## config.mk

```make
export PLATFORM = sky130hd
export DESIGN_NAME = add_rr_sched
export DESIGN_NICKNAME = d
export VERILOG_FILES = /design/src/rtl/add_rr_sched_pkg.sv /design/src/rtl/add_rr_sched_rr_arbiter.sv /design/src/rtl/add_rr_sched.sv
export SDC_FILE = /design/constraint.sdc
export NUM_CORES = 1
export LEC_CHECK = 0
export ABC_AREA = 1
export CAP_MARGIN = 20
export CORE_MARGIN = 2
export CORE_UTILIZATION = 46
export CTS_CLUSTER_DIAMETER = 50
export CTS_CLUSTER_SIZE = 12
export DETAILED_ROUTE_END_ITERATION = 8
export GPL_ROUTABILITY_DRIVEN = 0
export PLACE_DENSITY_LB_ADDON = 0.1
export SLEW_MARGIN = 15
export SYNTH_ARGS = -nofsm -noshare
export SYNTH_HDL_FRONTEND = slang
export SYNTH_HIERARCHICAL = 1
export SYNTH_SLANG_ARGS = --single-unit
```

## constraint.sdc

```tcl
create_clock -name clk -period 10.6 [get_ports clk]
set_input_delay 3.18 -clock clk [delete_from_list [all_inputs] [get_ports clk]]
set_output_delay 3.18 -clock clk [all_outputs]
set_load 0.05 [all_outputs]
```

## src/rtl/add_rr_sched_pkg.sv

```systemverilog
// Shared types and constants for the round-robin accumulate-adder scheduler.
package add_rr_sched_pkg;

  typedef enum logic {
    EMPTY = 1'b0,
    FULL  = 1'b1
  } sched_state_e;

  localparam int N_REQ_MAX = 8;

  localparam int RES_RST_VAL = 0;
  localparam int CNT_RST_VAL = 0;

endpackage

```

## src/rtl/add_rr_sched_rr_arbiter.sv

```systemverilog
// Combinational round-robin arbiter: first requester at or after ptr wins.
// Zero latency; gnt is forced to zero when en is low, gnt_id still reports the winner.
module rr_arbiter #(
  parameter int N = 4
) (
  input  logic [N-1:0]         req,
  input  logic [$clog2(N)-1:0] ptr,
  input  logic                 en,
  output logic [N-1:0]         gnt,
  output logic [$clog2(N)-1:0] gnt_id
);

  localparam int IDW = $clog2(N);

  logic           found;
  logic [IDW-1:0] idx;

  always_comb begin
    gnt    = '0;
    gnt_id = '0;
    found  = 1'b0;
    idx    = '0;
    for (int k = 0; k < N; k++) begin
      idx = IDW'((int'(ptr) + k) % N);
      if (!found && req[idx]) begin
        found    = 1'b1;
        gnt_id   = idx;
        gnt[idx] = en;
      end
    end
  end

endmodule

```

## src/rtl/add_rr_sched.sv

```systemverilog
// Round-robin scheduler sharing one W-bit adder; result lands in a one-entry output register.
// Latency 1 cycle, full throughput with res_ready high; ADD_RR_SCHED_CNT_EN adds op_cnt into the sum.
module add_rr_sched
  import add_rr_sched_pkg::*;
#(
  parameter int N_REQ = 4,
  parameter int W     = 8
) (
  input  logic                     clk,
  input  logic                     rst_n,
  input  logic [N_REQ-1:0]         req_valid,
  output logic [N_REQ-1:0]         req_ready,
  input  logic [N_REQ*W-1:0]       req_a,
  input  logic [N_REQ*W-1:0]       req_b,
  output logic                     res_valid,
  input  logic                     res_ready,
  output logic [W-1:0]             res_data,
  output logic [$clog2(N_REQ)-1:0] res_id,
  output logic [W-1:0]             op_cnt
);

  localparam int IDW = $clog2(N_REQ);

  if (N_REQ < 2 || N_REQ > N_REQ_MAX) begin : g_bad_n_req
    $error("add_rr_sched: N_REQ out of range");
  end

  sched_state_e   state, state_nxt;
  logic [IDW-1:0] rr_ptr;
  logic [IDW-1:0] gnt_id;
  logic [N_REQ-1:0] gnt;
  logic           acc_en;
  logic           accept;
  logic [W-1:0]   op_a, op_b, sum;

  assign acc_en = (state == EMPTY) | res_ready;

  // Gating en with rst_n keeps req_ready low throughout reset.
  rr_arbiter #(.N(N_REQ)) u_arb (
    .req    (req_valid),
    .ptr    (rr_ptr),
    .en     (acc_en & rst_n),
    .gnt    (gnt),
    .gnt_id (gnt_id)
  );

  assign req_ready = gnt;
  assign accept    = |gnt;
  assign res_valid = (state == FULL);

  assign op_a = req_a[gnt_id*W +: W];
  assign op_b = req_b[gnt_id*W +: W];

`ifdef ADD_RR_SCHED_CNT_EN
  assign sum = op_a + op_b + op_cnt;
`else
  assign sum = op_a + op_b;
`endif

  always_comb begin
    state_nxt = state;
    case (state)
      EMPTY:   if (accept) state_nxt = FULL;
      FULL:    if (res_ready && !accept) state_nxt = EMPTY;
      default: state_nxt = EMPTY;
    endcase
  end

  always_ff @(posedge clk) begin
    if (!rst_n) begin
      state    <= EMPTY;
      res_data <= W'(RES_RST_VAL);
      res_id   <= '0;
      op_cnt   <= W'(CNT_RST_VAL);
      rr_ptr   <= '0;
    end else begin
      state <= state_nxt;
      if (accept) begin
        res_data <= sum;
        res_id   <= gnt_id;
        op_cnt   <= op_cnt + 1'b1;
        rr_ptr   <= (gnt_id == IDW'(N_REQ - 1)) ? '0 : gnt_id + 1'b1;
      end
    end
  end

endmodule

```

Word level (Yosys, flattened, before mapping)
Index checks and enable logic that the tools add are counted.
- register bits after elaboration: 21
- latch bits: 0
- memory bits (writable): 0
- memory bits (read-only): 0
- memories kept: 0
- add/sub/neg operators: 6
- multipliers: 0
- div/mod/pow operators: 0
- magnitude comparators: 8
- equality and inequality tests: 1
- shift operators: 2
- multiplexer cells: 34
- bitwise operators: 4
- reduce and logical (&&, ||, !) cells: 13
- operators with widths (cell ; count):
    $shiftx 32x6->8 ; 2
    $mux 4 ; 4
    $mux 1 ; 13
    $bwmux 4 ; 3
    $lt 2x3->1 const B ; 4
    $mux 2 ; 5
    $add 8x1->8 const B ; 1
    $add 8x8->8 ; 1
    $bmux 1 s2 ; 4
    $demux 1 s2 ; 4
    $ge 2x1->1 const B ; 4
    $logic_and 1x1->1 ; 8
    $add 2x1->2 const B ; 2
    $add 2x2->2 const B ; 2
    $and 4x4->4 ; 1
    $logic_not 1->1 ; 4
    $reduce_or 4->1 ; 1
    $eq 2x2->1 const B ; 1
    $pmux 1 s2 ; 1
    $and 1x1->1 ; 1
    $not 1->1 ; 1
    $or 1x1->1 ; 1

Depth between registers and ports, before layout
Gate-level depths: netlist (run 1).
- depth after elaboration: 17
- depth in mapped cells: 24
- mapped depth without buffers: 22

Cells and area by module
Netlist (run 1), hierarchy kept.
- modules (own cells, without submodules) (module ; instances ; cells an instance ; area an instance (um^2) ; seq. area each (um^2)):
    add_rr_sched ; 1 ; 263 ; 1695.4 ; 420.4
    rr_arbiter ; 1 ; 92 ; 464.2 ; 0.0

Worst setup path after synthesis (run 1)
No wires, ideal clock.
- path kind: input to output
- start point: in rst_n
- end point: out req_ready[1]
- arrival: 4331 ps
- data required time: 7420 ps
- setup slack: 3089 ps
- cell stages on the path: 9
- buffers on the path: 1
- path through: clkbuf_2 > inv_1 > nor2_1 > nand2_1 > inv_1 > nand2_1 > nand2_1 > nor2_1 > nand2_1
- word-level cells in the longest chain between the ends: 9
- RTL lines (item ; RTL line ; source):
    start: declaration ; add_rr_sched.sv:10 ; input logic rst_n,
    $and 1x1->1 * ; add_rr_sched.sv:42 ; .en (acc_en & rst_n),
    $and 4x4->4 (no source line) ; - ;
    $mux 4 ; add_rr_sched_rr_arbiter.sv:25 ; if (!found && req[idx]) begin
    $bwmux 4 ; add_rr_sched_rr_arbiter.sv:28 ; gnt[idx] = en;
    $mux 4 ; add_rr_sched_rr_arbiter.sv:25 ;
    $bwmux 4 ; add_rr_sched_rr_arbiter.sv:28 ;
    $mux 4 ; add_rr_sched_rr_arbiter.sv:25 ;
    $bwmux 4 ; add_rr_sched_rr_arbiter.sv:28 ;
    $mux 4 * ; add_rr_sched_rr_arbiter.sv:25 ;
    end: declaration ; add_rr_sched.sv:12 ; output logic [N_REQ-1:0] req_ready,
Every way passes the cells marked *; elsewhere a longest branch is shown, timed or not.

Worst setup path after layout (run 1)
- start point: in rst_n
- end point: out req_ready[2]
Same word-level chain as after synthesis.

==> results_dict.tcl, run 1 <==
set metrics [dict create \
    status "finished, final reports clean" \
    min_period_over_period_pct 84.2 \
    maxSlewHeadroom_pct 57.0 \
    cts-root-buf "clkbuf_8" \
    grt_pass1_wl_mm 9.80 \
    fin_skew_ps 3.47 \
    antenna_left 0 \
    htreeDepth 1 \
    dp_hpwl_mm 4.63 \
    dr.first_iter.drc_count 118 \
    vias 2558 \
    slowest_stage "clkdlybuf4s50_1" \
    grt_overflow 0 \
    initial_core_util_pct 48.6 \
    cts_sinks 21 \
    postSynthAreaPerCell_um2 6.08 \
    startpoint_type "input port" \
    worstSetupPathType "in2out" \
    yosysSeqAreaShare_pct 19.5 \
    max_freq_mhz 112 \
    yosysWarnings 6 \
    row_count 24 \
    post_cts_buffers 0 \
    syn_nets 441 \
    clkTransAtPathRegs_ps 70 \
    crit_path_end_kind "output port" \
    ys_seq_elements 21 \
    first_global_vias 2381 \
    firstDrtPassIters 4 \
    grt_usage_pct 22.5 \
    io_buffers 93 \
    layout_commonest_cell "clkdlybuf4s50_1" \
    chipWidth_um 72.5 \
    final_util_pct 70.6 \
    nNetsFinal 528 \
    wl_mm 5.85 \
    final_layout_size_suffix_gt1_share_pct 7.94 \
    worstMarginPinSlew_ps 644 \
    clk_latency_ps 250 \
    wl_per_cell_um 11.9 \
    numCtsBuffers 3 \
    synth.distinct_cells 30 \
    final_cell_area_mm2 0.00314 \
    synthCells 355 \
    drc 0 \
    design.die.area_mm2 0.00526 \
    design.core.area_mm2 0.00444 \
    via_per_inst 5.19 \
    fin_hold_ws_ps 468 \
    crit_fanout 19 \
    die_y_um 72.5 \
    finalCriticalPeriod_ps 8920 \
    cts_buffer_depth 2 \
    grt_setup_unrepaired "false" \
    max_stage_delay_ps 810 \
    final_cell_mix "93 x clkdlybuf4s50_1, 81 x nand2_1, 46 x inv_1, 45 x nor2_1, 38 x o21ai_0" \
    syn_area_mm2 0.00216 \
    maxCapViolations 0 \
    hold_viol 0 \
    slew_violations 0 \
    n_fill_cell 401 \
    worstPathRequired_ps 7420 \
    grt_max_degree 32 \
    setup_violations 0 \
    syn_to_final_growth_pct 45.4 \
    placed_cell_area_mm2 0.00309 \
    hold_path.class "reg2reg" \
    reg2reg_setup_slack_ps 6130 \
    diodes 0 \
    fin_tns_setup_ps 0 \
    antenna_found_initial 0 \
    crit_chain "clkdlybuf4s50_1 -> inv_1 -> nor2_1 -> nand2_1 -> inv_1 -> nand3_1 -> nand3_1 -> clkdlybuf4s50_1" \
    arrival_ps 5740 \
    ios 94 \
    cts_hold_buf 0 \
    postCtsResizedCells 0 \
    cts_tree "done" \
]
[per-layer routing]
metal / share of wire [%] / track usage (%) / up-vias
li1: - / - / 1320
met1: 43 / 26.1 / 1152
met2: 51 / 42.2 / 74
met3: 5.0 / 2.36 / 12
met4: 1.6 / 7.82 / 0
met5: 0 / 0 / -
[critical path: cells and delay by family]
kind	cells	cell delay (ps)
buffers and inverters	4	1880
AND/OR/NAND/NOR	4	670
[state kept, by name (all words and copies together), names as in the netlist]
name       flops
res_data       8
op_cnt         8
rr_ptr         2
res_valid      1
res_id         2
[final cells by class]
type	instances	area (um2)	area share, %
repair buffers	94	946	30.1
inverters	50	188	5.98
flip-flops and latches	21	420	13.4
well taps	52	65.1	2.07
clock buffers	4	45.0	1.43
multi-input cells	272	1480	47.0
[final timing paths]
check            start      endpoint  cells past startpoint
min          op_cnt[7]     op_cnt[7]                      2
min reg2reg  op_cnt[7]     op_cnt[7]                      2
max reg2reg  rr_ptr[0]   res_data[6]                     20
max              rst_n  req_ready[2]                      8
[metrics by stage]
stage          setup slack, ps  std cells
2_1_floorplan             3090        355
3_5_place_dp              1670        489
3_3_place_gp              1700        488
4_1_cts                   1650        493
5_1_grt                   1420        493
6_report                  1680        493
[kinds of logic (layout without fill, tap and decap cells)]
family | count (synthesis) | count (layout) | synth area share (%)
compound gates | 82 | 82 | 21.5
fa+ha+maj | 15 | 15 | 9.04
flops | 21 | 21 | 19.5
buf+inv | 62 | 148 | 12.3
simple gates | 171 | 171 | 36.0
xor+xnor | 4 | 4 | 1.62
[Yosys cell counts (all sizes together)]
master	n	share of area, %
a21oi	20	4.6
nor2	54	11
nand3	27	7.9
dfxtp	21	19
inv	50	8.7
o21a	1	0.35
a32oi	2	1.5
ha	14	8.1
clkbuf	3	0.64
fa	1	0.93
xor2	3	1.2
buf	9	3.0
o21ai	43	10
o21bai	3	1.0
xnor2	1	0.41
a21boi	1	0.35
nand2	89	17
nand4	1	0.29
o22ai	12	3.5
Power of run 1 is not shown: default switching activity piles up to over one toggle a cycle in this logic, so the estimate is an artifact.
==> run 2: changes to the inputs <==
- CORE_UTILIZATION: 46 -> 43
- clock period: 10.6 -> 9.2 ns (I/O delays scaled with it)
==> run 2 against run 1 <==
Via count decreased by 2.3%. Clock skew is essentially flat. Register-to-register slack worse by 1400 ps. Worst setup slack got worse by 670 ps. Non-clock buffer count is the same.
==> results_dict.tcl, run 2 (synthesis results as in run 1) <==
set metrics [dict create \
    cts_buffer_depth 2 \
    cts_sinks 21 \
    crit_fanout 19 \
    clk_latency_ps 260 \
    dp_slack_ps 1040 \
    firstDrtPassIters 4 \
    dr.first_iter.drc_count 114 \
    slowest_stage "clkdlybuf4s50_1" \
    max_freq_mhz 122 \
    syn_to_final_growth_pct 45.9 \
    postCtsResizedCells 0 \
    grt_max_degree 34 \
    status "finished, final reports clean" \
    final_cell_area_mm2 0.00315 \
    setup_violations 0 \
    final_cell_mix "93 x clkdlybuf4s50_1, 81 x nand2_1, 46 x inv_1, 45 x nor2_1, 38 x o21ai_0" \
    wl_mm 5.79 \
    fin_skew_ps 3.64 \
    post_cts_buffers 0 \
    reg2reg_setup_slack_ps 4750 \
    via_per_inst 4.92 \
    chipWidth_um 74.9 \
    grt_setup_unrepaired "false" \
    startpoint_type "input port" \
    hold_path.class "reg2reg" \
    worstPathRequired_ps 6440 \
    first_global_vias 2193 \
    worstSetupPathType "in2out" \
    grt_pass1_wl_mm 9.39 \
    drc 0 \
    htreeDepth 1 \
    slew_violations 0 \
    fin_tns_setup_ps 0 \
    crit_chain "clkdlybuf4s50_1 -> inv_1 -> nor2_1 -> nand2_1 -> inv_1 -> nand3_1 -> nand3_1 -> clkdlybuf4s50_1" \
    top_regs "op_cnt x8, res_data x8" \
    crit_path_end_kind "output port" \
    final_layout_size_suffix_gt1_share_pct 7.94 \
    initial_core_util_pct 45.1 \
    io_buffers 93 \
    ios 94 \
    vias 2500 \
    nNetsFinal 528 \
    maxSlewHeadroom_pct 62.2 \
    antenna_found_initial 0 \
    die_y_um 74.9 \
    design.core.area_mm2 0.00479 \
    arrival_ps 5430 \
    design.die.area_mm2 0.00560 \
    diodes 0 \
    clkTransAtPathRegs_ps 70 \
    maxCapViolations 0 \
    row_count 25 \
    cts-root-buf "clkbuf_8" \
    cts_hold_buf 0 \
    setup_ws_ps 1010 \
    dp_hpwl_mm 4.52 \
    min_period_over_period_pct 89.0 \
    hold_viol 0 \
    antenna_left 0 \
    finalCriticalPeriod_ps 8190 \
    wl_per_cell_um 11.4 \
    cts_tree "done" \
    numCtsBuffers 3 \
    final_util_pct 65.8 \
    grt_overflow 0 \
    layout_commonest_cell "clkdlybuf4s50_1" \
    worstMarginPinSlew_ps 565 \
    placed_cell_area_mm2 0.00311 \
    grt_usage_pct 21.1 \
    max_stage_delay_ps 830 \
]
==> run 2: worst paths after layout <==
kind | from | cells past startpoint | end
min reg2reg | op_cnt[7] | 2 | op_cnt[7]
min | op_cnt[7] | 2 | op_cnt[7]
max | rst_n | 8 | req_ready[2]
max reg2reg | rr_ptr[0] | 20 | res_data[6]
==> run 2: metal layers <==
metal	global-route usage, %	vias up	routed length [um]
met4	6.75	0	100
li1	-	1324	-
met1	26.0	1102	2560
met5	0	-	0
met3	2.54	11	262
met2	38.0	63	2860
==> run 2: cell type report <==
cell class | instances | area, um2
fillers | 456 | 1640
multi-input cells | 272 | 1480
repair buffers | 94 | 938
flip-flops and latches | 21 | 420
inverters | 50 | 188
well taps | 67 | 83.8
clock buffers | 4 | 45.0
==> run 2: critical path, delay by kind of cell <==
family / cells / cell delay, ps
buf+inv: 4 / 1940
simple gates: 4 / 730
==> run 2: metrics by stage <==
stage	hold slack [ps]	cells
3_5_place_dp	460	504
4_1_cts	476	508
5_1_grt	498	508
3_3_place_gp	456	504
2_1_floorplan	531	355
6_report	473	508
Power of run 2 is left out for the same reason.
